==> src/rtl/delay_line_uart_pkg.sv <==
// Shared types, command bytes and bit-timing helpers for the delay-line UART dump engine.
// Pure declarations: no latency, no flow control.
package delay_line_uart_pkg;

   typedef enum logic [1:0] {R_IDLE, R_START, R_DATA, R_STOP} rx_state_t;
   typedef enum logic [1:0] {T_IDLE, T_START, T_DATA, T_STOP} tx_state_t;

   localparam logic [7:0] CMD_SNAP = 8'h53;
   localparam logic [7:0] CMD_CONT = 8'h43;
   localparam logic [7:0] CMD_STOP = 8'h58;

   function automatic int calc_top(input int clk_hz, input int baud);
      return clk_hz / baud;
   endfunction

   function automatic int calc_half(input int clk_hz, input int baud);
      return calc_top(clk_hz, baud) / 2;
   endfunction

endpackage

==> src/rtl/uart_rx_byte.sv <==
// 8N1 UART byte receiver with two-flop synchroniser; rx_valid pulses one cycle per good frame.
// Latency: 2 + HALF + 9*TOP cycles from start edge; no backpressure, framing errors are dropped.
module uart_rx_byte
   import delay_line_uart_pkg::*;
#(
   parameter int P_CLK_HZ = 12000000,
   parameter int P_BAUD   = 115200
) (
   input  logic       i_clk,
   input  logic       i_nrst,
   input  logic       uart_rx,
   output logic       rx_valid,
   output logic [7:0] rx_data
);

   localparam int TOP  = calc_top(P_CLK_HZ, P_BAUD);
   localparam int HALF = calc_half(P_CLK_HZ, P_BAUD);
   localparam int TW   = $clog2(TOP);
   localparam logic [TW-1:0] T_LAST = TW'(TOP - 1);
   localparam logic [TW-1:0] T_MID  = TW'(HALF - 1);

   logic          rx_meta, rx_sync;
   rx_state_t     state, state_nxt;
   logic [TW-1:0] timer, timer_nxt;
   logic [2:0]    bit_idx, bit_nxt;
   logic [7:0]    shreg, shreg_nxt;
   logic          valid_nxt;
   logic [7:0]    data_nxt;

   always_ff @(posedge i_clk or negedge i_nrst) begin
      if (!i_nrst) begin
         rx_meta  <= 1'b1;
         rx_sync  <= 1'b1;
         state    <= R_IDLE;
         timer    <= '0;
         bit_idx  <= '0;
         shreg    <= '0;
         rx_valid <= 1'b0;
         rx_data  <= '0;
      end else begin
         rx_meta  <= uart_rx;
         rx_sync  <= rx_meta;
         state    <= state_nxt;
         timer    <= timer_nxt;
         bit_idx  <= bit_nxt;
         shreg    <= shreg_nxt;
         rx_valid <= valid_nxt;
         rx_data  <= data_nxt;
      end
   end

   always_comb begin
      state_nxt = state;
      timer_nxt = timer + TW'(1);
      bit_nxt   = bit_idx;
      shreg_nxt = shreg;
      valid_nxt = 1'b0;
      data_nxt  = rx_data;
      case (state)
         R_IDLE: begin
            timer_nxt = '0;
            if (!rx_sync) state_nxt = R_START;
         end
         R_START: begin
            // Re-check the line near mid start bit so short glitches never open a frame
            if (timer == T_MID) begin
               timer_nxt = '0;
               bit_nxt   = '0;
               state_nxt = rx_sync ? R_IDLE : R_DATA;
            end
         end
         R_DATA: begin
            if (timer == T_LAST) begin
               timer_nxt = '0;
               shreg_nxt = {rx_sync, shreg[7:1]};
               if (bit_idx == 3'd7) state_nxt = R_STOP;
               else                 bit_nxt   = bit_idx + 3'd1;
            end
         end
         R_STOP: begin
            if (timer == T_LAST) begin
               timer_nxt = '0;
               state_nxt = R_IDLE;
               if (rx_sync) begin
                  valid_nxt = 1'b1;
                  data_nxt  = shreg;
               end
            end
         end
         default: state_nxt = R_IDLE;
      endcase
   end

endmodule

==> src/rtl/delay_line_uart_dump.sv <==
// UART command decoder that snapshots the delay-line word and streams it LSB byte first as 8N1 frames.
// Latency: first start bit one cycle after command rx_valid; no backpressure, 'S'/'C' ignored while busy.
module delay_line_uart_dump
   import delay_line_uart_pkg::*;
#(
   parameter int P_LENGTH = 32,
   parameter int P_CLK_HZ = 12000000,
   parameter int P_BAUD   = 115200
) (
   input  logic                i_clk,
   input  logic                i_nrst,
   input  logic [P_LENGTH-1:0] i_data,
   input  logic                i_uart_rx,
   output logic                o_uart_tx,
   output logic                o_busy,
   output logic                o_cont
);

   localparam int TOP    = calc_top(P_CLK_HZ, P_BAUD);
   localparam int TW     = $clog2(TOP);
   localparam int NBYTES = P_LENGTH / 8;
   localparam int BW     = (NBYTES > 1) ? $clog2(NBYTES) : 1;
   localparam logic [TW-1:0] T_LAST = TW'(TOP - 1);
   localparam logic [BW-1:0] B_LAST = BW'(NBYTES - 1);

   logic       rx_valid;
   logic [7:0] rx_data;

   uart_rx_byte #(
      .P_CLK_HZ (P_CLK_HZ),
      .P_BAUD   (P_BAUD)
   ) u_rx (
      .i_clk    (i_clk),
      .i_nrst   (i_nrst),
      .uart_rx  (i_uart_rx),
      .rx_valid (rx_valid),
      .rx_data  (rx_data)
   );

   logic cmd_snap, cmd_cont, cmd_stop;
   assign cmd_snap = rx_valid && (rx_data == CMD_SNAP);
   assign cmd_cont = rx_valid && (rx_data == CMD_CONT);
   assign cmd_stop = rx_valid && (rx_data == CMD_STOP);

   tx_state_t           tx_state, state_nxt;
   logic [TW-1:0]       timer, timer_nxt;
   logic [2:0]          bit_idx, bit_nxt;
   logic [BW-1:0]       byte_idx, byte_nxt;
   logic [P_LENGTH-1:0] snap, snap_nxt;
   logic [P_LENGTH-1:0] tx_word;
   logic [7:0]          tx_byte;
   logic                cont, cont_nxt;
   logic                tx_q, tx_nxt;
   logic                load;

   always_ff @(posedge i_clk or negedge i_nrst) begin
      if (!i_nrst) begin
         tx_state <= T_IDLE;
         timer    <= '0;
         bit_idx  <= '0;
         byte_idx <= '0;
         snap     <= '0;
         cont     <= 1'b0;
         tx_q     <= 1'b1;
      end else begin
         tx_state <= state_nxt;
         timer    <= timer_nxt;
         bit_idx  <= bit_nxt;
         byte_idx <= byte_nxt;
         snap     <= snap_nxt;
         cont     <= cont_nxt;
         tx_q     <= tx_nxt;
      end
   end

   always_comb begin
      cont_nxt = cont;
      if (cmd_cont)      cont_nxt = 1'b1;
      else if (cmd_stop) cont_nxt = 1'b0;

      state_nxt = tx_state;
      timer_nxt = timer + TW'(1);
      bit_nxt   = bit_idx;
      byte_nxt  = byte_idx;
      load      = 1'b0;
      case (tx_state)
         T_IDLE: begin
            timer_nxt = '0;
            if (cmd_snap || cmd_cont) begin
               state_nxt = T_START;
               bit_nxt   = '0;
               byte_nxt  = '0;
               load      = 1'b1;
            end
         end
         T_START: begin
            if (timer == T_LAST) begin
               timer_nxt = '0;
               bit_nxt   = '0;
               state_nxt = T_DATA;
            end
         end
         T_DATA: begin
            if (timer == T_LAST) begin
               timer_nxt = '0;
               if (bit_idx == 3'd7) state_nxt = T_STOP;
               else                 bit_nxt   = bit_idx + 3'd1;
            end
         end
         T_STOP: begin
            if (timer == T_LAST) begin
               timer_nxt = '0;
               if (byte_idx == B_LAST) begin
                  // A 'C' landing on this edge folds into the restart instead of starting twice
                  byte_nxt = '0;
                  if (cont_nxt) begin
                     state_nxt = T_START;
                     load      = 1'b1;
                  end else begin
                     state_nxt = T_IDLE;
                  end
               end else begin
                  byte_nxt  = byte_idx + BW'(1);
                  state_nxt = T_START;
               end
            end
         end
         default: state_nxt = T_IDLE;
      endcase

      snap_nxt = load ? i_data : snap;
      tx_word  = snap_nxt >> {byte_nxt, 3'b000};
      tx_byte  = tx_word[7:0];
      // Line level is registered from next-state so the pin is glitch-free and aligned to state
      case (state_nxt)
         T_START: tx_nxt = 1'b0;
         T_DATA:  tx_nxt = tx_byte[bit_nxt];
         default: tx_nxt = 1'b1;
      endcase
   end

   assign o_uart_tx = tx_q;
   assign o_busy    = (tx_state != T_IDLE);
   assign o_cont    = cont;

endmodule

==> config.mk <==
export PLATFORM = sky130hd
export DESIGN_NAME = delay_line_uart_dump
export DESIGN_NICKNAME = d
export VERILOG_FILES = /design/src/rtl/delay_line_uart_pkg.sv /design/src/rtl/uart_rx_byte.sv /design/src/rtl/delay_line_uart_dump.sv
export SDC_FILE = /design/constraint.sdc
export NUM_CORES = 1
export LEC_CHECK = 0
export CAP_MARGIN = 5
export CORE_UTILIZATION = 40
export CTS_BUF_LIST = sky130_fd_sc_hd__clkbuf_8
export DETAILED_ROUTE_END_ITERATION = 10
export HOLD_SLACK_MARGIN = 0.12
export PLACE_DENSITY_LB_ADDON = 0.1
export SETUP_SLACK_MARGIN = 0.15
export SYNTH_ARGS = -nofsm -noshare
export SYNTH_HDL_FRONTEND = slang
export SYNTH_SLANG_ARGS = --single-unit
==> constraint.sdc <==
create_clock -name i_clk -period 4.9 [get_ports i_clk]
set_clock_uncertainty 0.1 [all_clocks]
set_input_delay 0.49 -clock i_clk [delete_from_list [all_inputs] [get_ports i_clk]]
set_output_delay 0.49 -clock i_clk [all_outputs]
set_load 0.02 [all_outputs]
Word level (Yosys, flattened, before mapping)
Cells that the tools add are included.

$add $sub $neg: 5. Magnitude comparators: 1. Eq/ne operators: 23. Shift-type cells: 1. Mux-type cells: 47. Reductions and logical operators: 14.

Operators by type and width (count): two-way mux 32 bit (1); >> shifter 32 x 5 -> 8 bit (1); two-way mux 2 bit (15); == test 8 x 7 -> 1 bit, second input constant (3); two-way mux 3 bit (7); two-way mux 7 bit (3); case mux 7 bit (3 select lines) (1); case mux 2 bit (4 select lines) (2); adder 7 x 1 -> 7 bit, second input constant (2); == test 7 bit, second input constant (2); case mux 7 bit (2 select lines) (1); == test 2 bit, second input constant (6); two-way mux 1 bit (11); case mux 3 bit (3 select lines) (1); inequality test 2 x 1 -> 1 bit, second input constant (4); == test 7 x 6 -> 1 bit, second input constant (1); adder 3 x 1 -> 3 bit, second input constant (2); == test 2 x 1 -> 1 bit, second input constant (3); == test 3 bit, second input constant (2); case mux 3 bit (2 select lines) (1); AND reduction 5 bit (1); logical NOT 2 bit (2); less-than comparator 3 x 4 -> 1 bit, second input constant (1); inequality test 2 bit, second input constant (2); 12 further kinds (16).

Register bits: 79. Input port bits: 35.

Depth between registers and ports, before layout
Gate-level depths: netlist of run 1.

Depth in word-level cells: 13. Gate-level depth with buffers: 16.

Cells and area by module
From an unflattened synthesis of run 1, not the netlist that was laid out.

Cell total of the unflattened synthesis: 393. Area, all modules: 4399.2 µm².

By module, submodules not included: delay_line_uart_dump (times used 1, cells an instance 291, area an instance 3072.9 µm², sequential area each 1202.4 µm²); uart_rx_byte (times used 1, cells an instance 102, area an instance 1326.3 µm², sequential area each 778.2 µm²).

Least setup slack after synthesis of run 1
Ideal clock, no wire load.

Path type: register -> register. Start point: reg tx_state[0]. End point: reg tx_q, in the netlist o_uart_tx. Setup time: 0.087 ns. Arrival time: 3.180 ns. Data required time: 4.713 ns. Setup slack: 1.533 ns. Stages on the path, launching flop included: 15. Period minus slack after synthesis: 3.367 ns. Path through: dfrtp_1 -> inv_1 -> ha_1 -> or4b_2 -> o22a_1 -> a211o_1 -> buf_6 -> nand2_8 -> inv_6 -> buf_6 -> a2111oi_1 -> nor4_1 -> or4_1 -> nand3_1 -> a31oi_1.

Word-level cells in the longest chain between the ends: 7. Elaborated cells between the ends (all ways): 20. Classes of those cells: eq/ne: 5; shift: 1; mux: 13; reduce/logical: 1.

RTL lines: start, declared (RTL line delay_line_uart_dump.sv:45) `tx_state_t tx_state, state_nxt;`; start signal, assigned (RTL line delay_line_uart_dump.sv:66) `tx_state <= state_nxt;`; == test 2 bit / logical NOT 2 bit (equally long branches) (RTL line delay_line_uart_dump.sv:86) `case (tx_state)`; case mux 1 bit (2 select lines) (RTL line delay_line_uart_dump.sv:86); two-way mux 32 bit (RTL line delay_line_uart_dump.sv:131) `snap_nxt = load ? i_data : snap;`; >> shifter 32 x 5 -> 8 bit (RTL line delay_line_uart_dump.sv:132) `tx_word = snap_nxt >> {byte_nxt, 3'b000};`; binary-select mux 1 bit (select 3 bit) (RTL line delay_line_uart_dump.sv:137) `T_DATA: tx_nxt = tx_byte[bit_nxt];`; two-way mux 1 bit (implied by the code) (RTL line delay_line_uart_dump.sv:137); case mux 1 bit (2 select lines) * (RTL line delay_line_uart_dump.sv:135) `case (state_nxt)`; net tx_nxt (RTL line delay_line_uart_dump.sv:53) `logic tx_q, tx_nxt;`; end signal, assigned (RTL line delay_line_uart_dump.sv:72) `tx_q <= tx_nxt;`; end, declared (RTL line delay_line_uart_dump.sv:53).

The timed path passes the listed nets; every way through them passes the cells marked *. The select of a mux whose other input is x is not followed. A chain may end at the register's enable or synchronous reset.

Worst setup path after layout of run 1
Ends and elaborated chain as after synthesis.

==> impl_metrics.py, run 1 <==
metrics = {
    "synth": {
        "syn_inst": 409,
        "syn_area_um2": 4170,
        "synthFlopType": "dfrtp_1",
        "ys_ff_latch": 79,
        "ys_warn_count": 0,
        "syn_nets": 454,
        "ys_seq_area_share_pct": 47.49,
        "syn_avg_cell_area_um2": 10.20,
        "ys_types": 61,
        "synth_edf_count": 0,
        "async_reset_ff_share_pct": 100.0,
    },
    "setup_path": {
        "cp.arrival_ns": 3.90,
        "cp_max_fo": 22,
        "startpoint_type": "flip-flop",
        "crit_type": "flip-flop to flip-flop",
        "end_kind": "flip-flop",
        "worstPathRequired_ns": 5.07,
    },
    "die": {
        "num_rows": 36,
        "start_util_pct": 41.89,
        "dieWidth_um": 104.1,
        "fp.dieArea_um2": 10840,
        "pin_count": 38,
        "die_y_um": 104.1,
        "coreArea_um2": 9955,
    },
    "power": {
        "p_clk_share_pct": 41.1,
        "p_leak_nw": 2.141,
        "combinationalPowerShare_pct": 4.2,
        "p_int_uw": 929.8,
        "power_frac_seq_pct": 54.7,
        "peakVddDrop_v": 0.0001109,
        "p_sw_share_pct": 22.45,
        "power.switching_uw": 269.1,
        "power_density_nw_per_um2": 247.9,
    },
    "placement": {
        "port_buffers": 37,
        "gp_congestion": 0.8062,
        "dpl.hpwl_um": 6292,
    },
    "finish": {
        "syn_to_final_growth_pct": 15.96,
        "nets": 487,
        "drive_above_1_share_pct": 14.99,
        "n_antenna_cell": 0,
        "fin_util_pct": 48.58,
    },
    "drt": {
        "drcViolationCount": 0,
        "wirelength_um": 8985,
        "firstDrtPassIters": 4,
        "ant_nets": 0,
        "wl_per_cell_um": 15.49,
        "drtIter0Drc": 157,
        "avgViaCountPerCell": 5.416,
        "vias": 3141,
    },
    "timing": {
        "hold_viol": 0,
        "fmax_ghz": 0.2680,
        "relSlewSlack_pct": 32.20,
        "slew_viol_final": 0,
        "rsz0062_at_grt": "no",
        "fin_crit_sh_pct": 76.15,
        "setup_tns_ns": 0,
        "setup_viol": 0,
        "worstMarginPinSlew_ns": 1.017,
        "post-route-min-period_ns": 3.731,
    },
    "clock_network": {
        "clockRootBuffer": "clkbuf_8",
        "cts_hold_buf": 0,
        "path_clk_slew_ns": 0.09,
        "htreeDepth": 3,
        "cts_tree": "done",
        "cts_inserted_buffers": 9,
        "cts_setup_buffers": 0,
        "clockBufferDepth": 2,
        "cts_resized": 0,
        "cts.sinks": 79,
        "clk-insertion-delay-late_ns": 0.34,
    },
    "run": {
        "drv_cap": 0,
    },
    "run_status": {
        "outcome": "finished, final reports clean",
    },
    "global_routing": {
        "grt_util_all_layers_pct": 17.84,
        "grt_start_max_net_pins": 80,
        "grt_pass1_wl_um": 15620,
        "gr-total-overflow": 0,
        "antenna_found_initial": 0,
        "grt_pass1_vias": 3152,
    },
    "min_path": {
        "hold_path.class": "input port to asynchronous set/reset pin",
    },
}
==> worst paths after layout <==
kind | start | end | slack [ns] | depth (start not counted)
setup reg to reg | tx_state[0] | o_uart_tx | 1.17 | 12
max in group asynchronous | i_nrst | timer[1] | 3.82 | 1
min in group i_clk | u_rx.rx_meta | u_rx.rx_sync | 0.26 | 0
setup / recovery | tx_state[0] | o_uart_tx | 1.17 | 12
hold reg to reg | u_rx.rx_meta | u_rx.rx_sync | 0.26 | 0
hold / removal | i_nrst | u_rx.shreg[1] | 0.18 | 1
==> critical path, stage by stage, from the launching register on <==
cell	delay, ns
dfrtp_1	0.40
inv_1	0.10
ha_1	0.29
or4b_2	0.62
o22a_1	0.25
a211o_1	0.47
nand2_8	0.19
inv_6	0.10
a2111oi_0	0.43
nor4_1	0.09
or4_1	0.40
nand3_1	0.10
a31oi_1	0.07
==> layer usage <==
layer | up-vias | share of wire [%] | global-route usage [%]
li1 | 1538 | - | -
met3 | 9 | 2.8 | 2.945
met2 | 47 | 44 | 27.00
met1 | 1547 | 51 | 25.77
met4 | 0 | 1.3 | 6.122
met5 | - | 0 | 0
==> power groups by stage <==
stage	logic (mW)	clock network [mW]	registers, mW
finish	0.0504	0.493	0.655
global route	0.0559	0.535	0.656
CTS	0.0520	0.506	0.655
detailed placement	0.0518	0	0.668
global placement	0.0519	0	0.668
floorplan	0.00591	0	0.668
==> metrics by stage <==
stage	cells	power [mW]	hold WS [ns]	area [µm²]	worst slack (ns)
floorplan	409	0.6741	0.09441	4170	1.533
finish	580	1.199	0.1786	4836	1.169
global route	580	1.247	0.2634	4836	0.8295
detailed placement	564	0.7201	0.2488	4636	1.217
global placement	564	0.7202	0.2484	4636	1.253
CTS	580	1.214	0.2527	4836	1.199
==> cells in the mapped netlist, drive strengths merged (7+ instances only) <==
master	instances	area, µm²
nand2	78	309.0
inv	12	50.05
a2111oi	7	62.56
nand3	18	90.09
mux2	35	394.1
ha	10	125.1
mux2i	13	130.1
clkbuf	11	41.29
nor2	17	63.81
o21ai	14	70.07
dfrtp	76	1902
nor3	9	45.04
==> cell families (layout without fill, tap and decap cells) <==
family	count (synthesis)	after routing	share of synthesized area, %
adders and majority gates	10	10	3.000
AOI/OAI and AO/OA	66	66	12.03
buffers and inverters	32	70	3.480
muxes	48	48	12.57
xor gates and xnor gates	8	8	1.680
DFF	79	79	47.49
and+or+nand+nor	166	166	19.74
==> flip-flops by register name (all words and copies together), names as in the netlist, named ones only <==
signal         count
tx_state           2
bit_idx            3
u_rx.timer         7
u_rx.rx_data       8
o_uart_tx          1
u_rx.rx_sync       1
o_cont             1
timer              7
u_rx.rx_meta       1
byte_idx           2
u_rx.shreg         8
u_rx.state         1
u_rx.bit_idx       3
u_rx.rx_valid      1
snap              32
==> layout by cell type (no fill, tap or decap), drive strengths merged, types with 4 or more instances in the layout <==
cell type | Yosys | routed
and3 | 5 | 5
nand2 | 78 | 78
nand4 | 5 | 5
dfrtp | 76 | 76
mux2i | 13 | 13
nand3 | 18 | 18
a21oi | 6 | 6
a22o | 4 | 4
nor2 | 17 | 17
o211ai | 5 | 5
clkdlybuf4s50 | 0 | 36
ha | 10 | 10
or4b | 5 | 5
clkbuf | 11 | 10
nor2b | 5 | 5
a21boi | 4 | 4
o21ai | 14 | 14
xor2 | 5 | 5
a31oi | 4 | 4
inv | 12 | 13
and2 | 4 | 4
mux2 | 35 | 35
nor3 | 9 | 9
or3 | 4 | 4
a2111oi | 7 | 7
clkinv | 3 | 5
==> area by class of cell <==
| type | instances | area (µm²) |
|---|---|---|
| clock buffers | 10 | 137.6 |
| clock inverters | 6 | 62.56 |
| fillers | 974 | 5119 |
| inverters | 15 | 61.31 |
| multi-input cells | 298 | 2044 |
| flip-flops and latches | 79 | 1981 |
| well taps | 133 | 166.4 |
| repair buffers | 39 | 382.9 |
No activity file was read; power rests on OpenSTA's default activity.
==> inputs of run 2 (changes only) <==
==> constraint.sdc (replaced) <==
create_clock -name i_clk -period 3.9 [get_ports i_clk]
set_clock_uncertainty 0.1 [all_clocks]
set_input_delay 0.39 -clock i_clk [delete_from_list [all_inputs] [get_ports i_clk]]
set_output_delay 0.39 -clock i_clk [all_outputs]
set_load 0.02 [all_outputs]
==> impl_metrics.py, run 2 (synthesis results as in run 1) <==
metrics = {
    "setup_path": {
        "startpoint_type": "flip-flop",
        "crit_type": "flip-flop to flip-flop",
        "r2r_setup_slack_ns": 0.35,
        "worstPathCellList": "inv_1 -> ha_1 -> or4b_2 -> o22a_1 -> a211o_1 -> nand2_8 -> inv_6 -> a2111oi_1 -> nor4_1 -> or4_1 -> nand3_1 -> a31oi_1",
        "cp.arrival_ns": 3.71,
        "worstPathRequired_ns": 4.06,
        "end_kind": "flip-flop",
        "cpPeakStageDelay_ns": 0.62,
        "critPathSlowestCell": "or4b_2",
        "cp_max_fo": 22,
    },
    "timing": {
        "setup_ws_ns": 0.3503,
        "post-route-min-period_ns": 3.550,
        "worstMarginPinSlew_ns": 1.017,
        "relSlewSlack_pct": 32.21,
        "fin_crit_sh_pct": 91.02,
        "setup_tns_ns": 0,
        "fmax_ghz": 0.2817,
        "hold_slack_ns": 0.1163,
        "setup_viol": 0,
        "hold_viol": 0,
        "slew_viol_final": 0,
        "rsz0062_at_grt": "no",
    },
    "finish": {
        "drive_above_1_share_pct": 16.56,
        "reg.largest.list": "snap x32, u_rx.rx_data x8, u_rx.shreg x8",
        "largest_reg_flops": 32,
        "final_common_cell": "nand2_1",
        "fin_util_pct": 49.25,
        "n_antenna_cell": 0,
        "final_area_um2": 4902,
        "syn_to_final_growth_pct": 17.55,
        "stdcell_count": 586,
        "nets": 493,
        "max_flop_register": "snap",
        "layout_common_cells": "nand2_1 (77), dfrtp_1 (76), clkdlybuf4s50_1 (36)",
    },
    "power": {
        "power_frac_seq_pct": 52.5,
        "p_int_mw": 1.220,
        "p_clk_share_pct": 43.4,
        "combinationalPowerShare_pct": 4.1,
        "peakVddDrop_v": 0.0001737,
        "power_density_nw_per_um2": 320.2,
        "power.switching_uw": 349.4,
        "p_leak_nw": 2.184,
        "p_sw_share_pct": 22.26,
        "total_power_mw": 1.570,
    },
    "drt": {
        "avgViaCountPerCell": 5.399,
        "wl_per_cell_um": 15.40,
        "firstDrtPassIters": 4,
        "drcViolationCount": 0,
        "drtIter0Drc": 105,
        "wirelength_um": 9023,
        "vias": 3164,
        "ant_nets": 0,
    },
    "die": {
        "die_y_um": 104.1,
        "pin_count": 38,
        "start_util_pct": 41.89,
        "dieWidth_um": 104.1,
        "fp.dieArea_um2": 10840,
        "coreArea_um2": 9955,
        "num_rows": 36,
    },
    "clock_network": {
        "clockRootBuffer": "clkbuf_8",
        "clk-insertion-delay-late_ns": 0.34,
        "path_clk_slew_ns": 0.09,
        "clockBufferDepth": 2,
        "htreeDepth": 3,
        "cts_resized": 0,
        "cts.sinks": 79,
        "cts_hold_buf": 0,
        "cts_tree": "done",
        "cts_inserted_buffers": 9,
        "cts_setup_buffers": 0,
    },
    "run_status": {
        "outcome": "finished, final reports clean",
    },
    "global_routing": {
        "grt_util_all_layers_pct": 17.94,
        "antenna_found_initial": 0,
        "grt_start_max_net_pins": 80,
        "gr-total-overflow": 0,
        "grt_pass1_vias": 3109,
        "grt_pass1_wl_um": 15670,
    },
    "placement": {
        "port_buffers": 37,
        "dpl.hpwl_um": 6325,
        "gp_congestion": 0.8206,
        "dp_cells": 570,
        "place_area_um2": 4681,
        "dp_worst_setup_slack_ns": 0.3105,
    },
    "min_path": {
        "hold_path.class": "input port to asynchronous set/reset pin",
    },
    "run": {
        "drv_cap": 0,
    },
}
## run 2: metal layers
layer,vias up,track usage (%),part of all wire [%]
met3,7,3.634,2.7
met2,53,27.10,45
li1,1553,-,-
met1,1551,26.54,52
met4,0,3.673,0.89
met5,-,0,0
## run 2: worst paths after layout
check / start / to / depth (start not counted)
max: tx_state[0] / o_uart_tx / 12
min: i_nrst / u_rx.shreg[2] / 1
max reg2reg: tx_state[0] / o_uart_tx / 12
min reg2reg: u_rx.rx_meta / u_rx.rx_sync / 0
max in group asynchronous: i_nrst / snap[0] / 1
min in group i_clk: u_rx.rx_meta / u_rx.rx_sync / 0
## run 2: worst max-delay path: cells and delay by family (launching register included)
kind	cells	cell delay, ns
compound gates	4	1.15
fa+ha+maj	1	0.29
buf+inv	2	0.19
flops	1	0.40
simple gates	5	1.34
## run 2: area by class of cell
| class | count | area [µm²] |
|---|---|---|
| fillers | 955 | 5052 |
| repair buffers | 45 | 427.9 |
| clock inverters | 7 | 95.09 |
| flip-flops and latches | 79 | 1981 |
| well taps | 133 | 166.4 |
| clock buffers | 9 | 123.9 |
| multi-input cells | 298 | 2047 |
| inverters | 15 | 61.31 |
## run 2: power groups by stage
stage	clock [mW]	sequential (mW)	combinational [mW]
global route	0.734	0.824	0.0710
floorplan	0	0.840	0.00742
detailed placement	0	0.840	0.0660
CTS	0.698	0.824	0.0661
finish	0.682	0.824	0.0644
global placement	0	0.840	0.0660
==> inputs of run 3 (changes only) <==
--- a/config.mk
+++ b/config.mk
@@ -9,6 +9,7 @@
 export CORE_UTILIZATION = 40
 export CTS_BUF_LIST = sky130_fd_sc_hd__clkbuf_8
 export DETAILED_ROUTE_END_ITERATION = 10
+export DONT_BUFFER_PORTS = 1
 export HOLD_SLACK_MARGIN = 0.12
 export PLACE_DENSITY_LB_ADDON = 0.1
 export SETUP_SLACK_MARGIN = 0.15
==> impl_metrics.py, run 3 (synthesis results as in run 1) <==
metrics = {
    "run_status": {
        "outcome": "finished, final reports clean",
    },
    "timing": {
        "fin_crit_sh_pct": 89.09,
        "hold_slack_ns": 0.2590,
        "rsz0062_at_grt": "no",
        "setup_viol": 0,
        "setup_tns_ns": 0,
        "hold_viol": 0,
        "fmax_ghz": 0.2878,
        "post-route-min-period_ns": 3.474,
        "worstMarginPinSlew_ns": 0.6462,
        "slew_viol_final": 0,
        "relSlewSlack_pct": 56.78,
    },
    "drt": {
        "wl_per_cell_um": 16.47,
        "avgViaCountPerCell": 5.412,
        "drcViolationCount": 0,
        "vias": 3204,
        "wirelength_um": 9751,
        "ant_nets": 0,
        "firstDrtPassIters": 4,
        "drtIter0Drc": 124,
    },
    "global_routing": {
        "grt_util_all_layers_pct": 19.63,
        "grt_pass1_wl_um": 16820,
        "grt_pass1_vias": 3292,
        "grt_start_max_net_pins": 80,
        "gr-total-overflow": 0,
        "antenna_found_initial": 0,
    },
    "finish": {
        "fillers": 956,
        "drive_above_1_share_pct": 17.65,
        "layout_common_cells": "nand2_1 (77), dfrtp_1 (76), mux2_2 (35)",
        "reg.largest.list": "snap x32, u_rx.rx_data x8, u_rx.shreg x8",
        "final_area_um2": 4964,
        "max_flop_register": "snap",
        "nets": 499,
        "n_antenna_cell": 0,
        "syn_to_final_growth_pct": 19.02,
        "largest_reg_flops": 32,
        "final_common_cell": "nand2_1",
    },
    "setup_path": {
        "end_kind": "flip-flop",
        "r2r-end": "o_uart_tx",
        "cpPeakStageDelay_ns": 0.60,
        "cp_max_fo": 22,
        "rr_worst_depth": 12,
        "worstPathRequired_ns": 4.09,
        "startpoint_type": "flip-flop",
        "worstPathCellList": "inv_1 -> ha_1 -> or4b_2 -> o22a_1 -> a211o_1 -> nand2_8 -> inv_6 -> a2111oi_0 -> nor4_1 -> or4_1 -> nand3_1 -> a31oi_1",
        "r2r_setup_slack_ns": 0.43,
        "cp.arrival_ns": 3.67,
        "critPathSlowestCell": "or4b_2",
        "crit_type": "flip-flop to flip-flop",
        "r2r_start": "tx_state[0]",
    },
    "clock_network": {
        "cts_inserted_buffers": 9,
        "cts.sinks": 79,
        "htreeDepth": 3,
        "clockRootBuffer": "clkbuf_8",
        "clockBufferDepth": 2,
        "path_clk_slew_ns": 0.09,
        "clk-insertion-delay-late_ns": 0.36,
        "cts_tree": "done",
        "cts_resized": 0,
    },
    "run": {
        "drv_cap": 0,
    },
    "die": {
        "coreArea_um2": 9955,
        "start_util_pct": 41.89,
        "dieWidth_um": 104.1,
        "num_rows": 36,
        "fp.dieArea_um2": 10840,
        "pin_count": 38,
        "die_y_um": 104.1,
    },
    "placement": {
        "gp_congestion": 0.7536,
        "dpl.hpwl_um": 6632,
        "place_area_um2": 4373,
        "port_buffers": 0,
    },
    "min_path": {
        "hp-start": "u_rx.rx_meta",
        "hold_path.class": "flip-flop to flip-flop",
        "holdPathEnd": "u_rx.rx_sync",
        "holdPathStages": 0,
    },
    "power": {
        "p_leak_nw": 2.233,
        "power_density_nw_per_um2": 315.3,
        "peakVddDrop_v": 0.0001758,
    },
}
==> run 3: critical path, delay by kind of cell (launching register included) <==
kind            cells  cell delay, ns
flops               1            0.40
compound gates      4            1.14
buf+inv             2            0.20
simple gates        5            1.34
fa+ha+maj           1            0.21
==> run 3: metal layers <==
layer	GRT usage, %	up-vias	share of wire [%]
met3	5.138	9	5.2
met2	28.95	67	45
li1	-	1562	-
met1	27.58	1566	48
met5	0	-	0
met4	7.347	0	1.3
==> run 3: worst max path at each step <==
stage | from | end | slack (ns) | cells after the start
after detailed placement | u_rx.rx_data[0] | o_uart_tx | 0.46 | 9
final | tx_state[0] | o_uart_tx | 0.43 | 12
after CTS | u_rx.rx_data[0] | o_uart_tx | 0.42 | 9
after global placement | u_rx.rx_data[3] | o_uart_tx | 0.43 | 10
after global routing | u_rx.rx_data[0] | o_uart_tx | 0.19 | 9
after floorplan | tx_state[0] | o_uart_tx | 0.53 | 14
==> run 3: final cells by class <==
cell class / count / area (µm²) / share of cell area, %
Sequential cell: 79 / 1981 / 39.90
Tap cell: 133 / 166.4 / 3.353
Multi-Input combinational cell: 298 / 2044 / 41.19
Clock inverter: 6 / 85.08 / 1.714
Clock buffer: 10 / 137.6 / 2.773
Inverter: 15 / 61.31 / 1.235
Timing Repair Buffer: 51 / 488.0 / 9.831
==> run 3: timing repair <==
action / 4_1_cts / 5_1_grt
hold endpoints to repair: 112 / 0
hold buffers: 35 / 0
setup buffers: 0 / 0
==> run 3: report_power, final <==
part | switching, mW | internal (mW)
clock | 0.310 | 0.375
sequential | 0.00115 | 0.822
combinational | 0.0257 | 0.0306
==> run 3: per-stage QoR <==
stage	instances	power (mW)	utilization (%)	setup slack (ns)
6_report	592	1.565	49.86	0.4255
5_1_grt	592	1.631	49.86	0.1897
4_1_cts	592	1.593	49.86	0.4231
3_5_place_dp	541	0.8489	43.93	0.4582
3_3_place_gp	541	0.8486	43.93	0.4346
2_1_floorplan	409	0.8470	-	0.5329
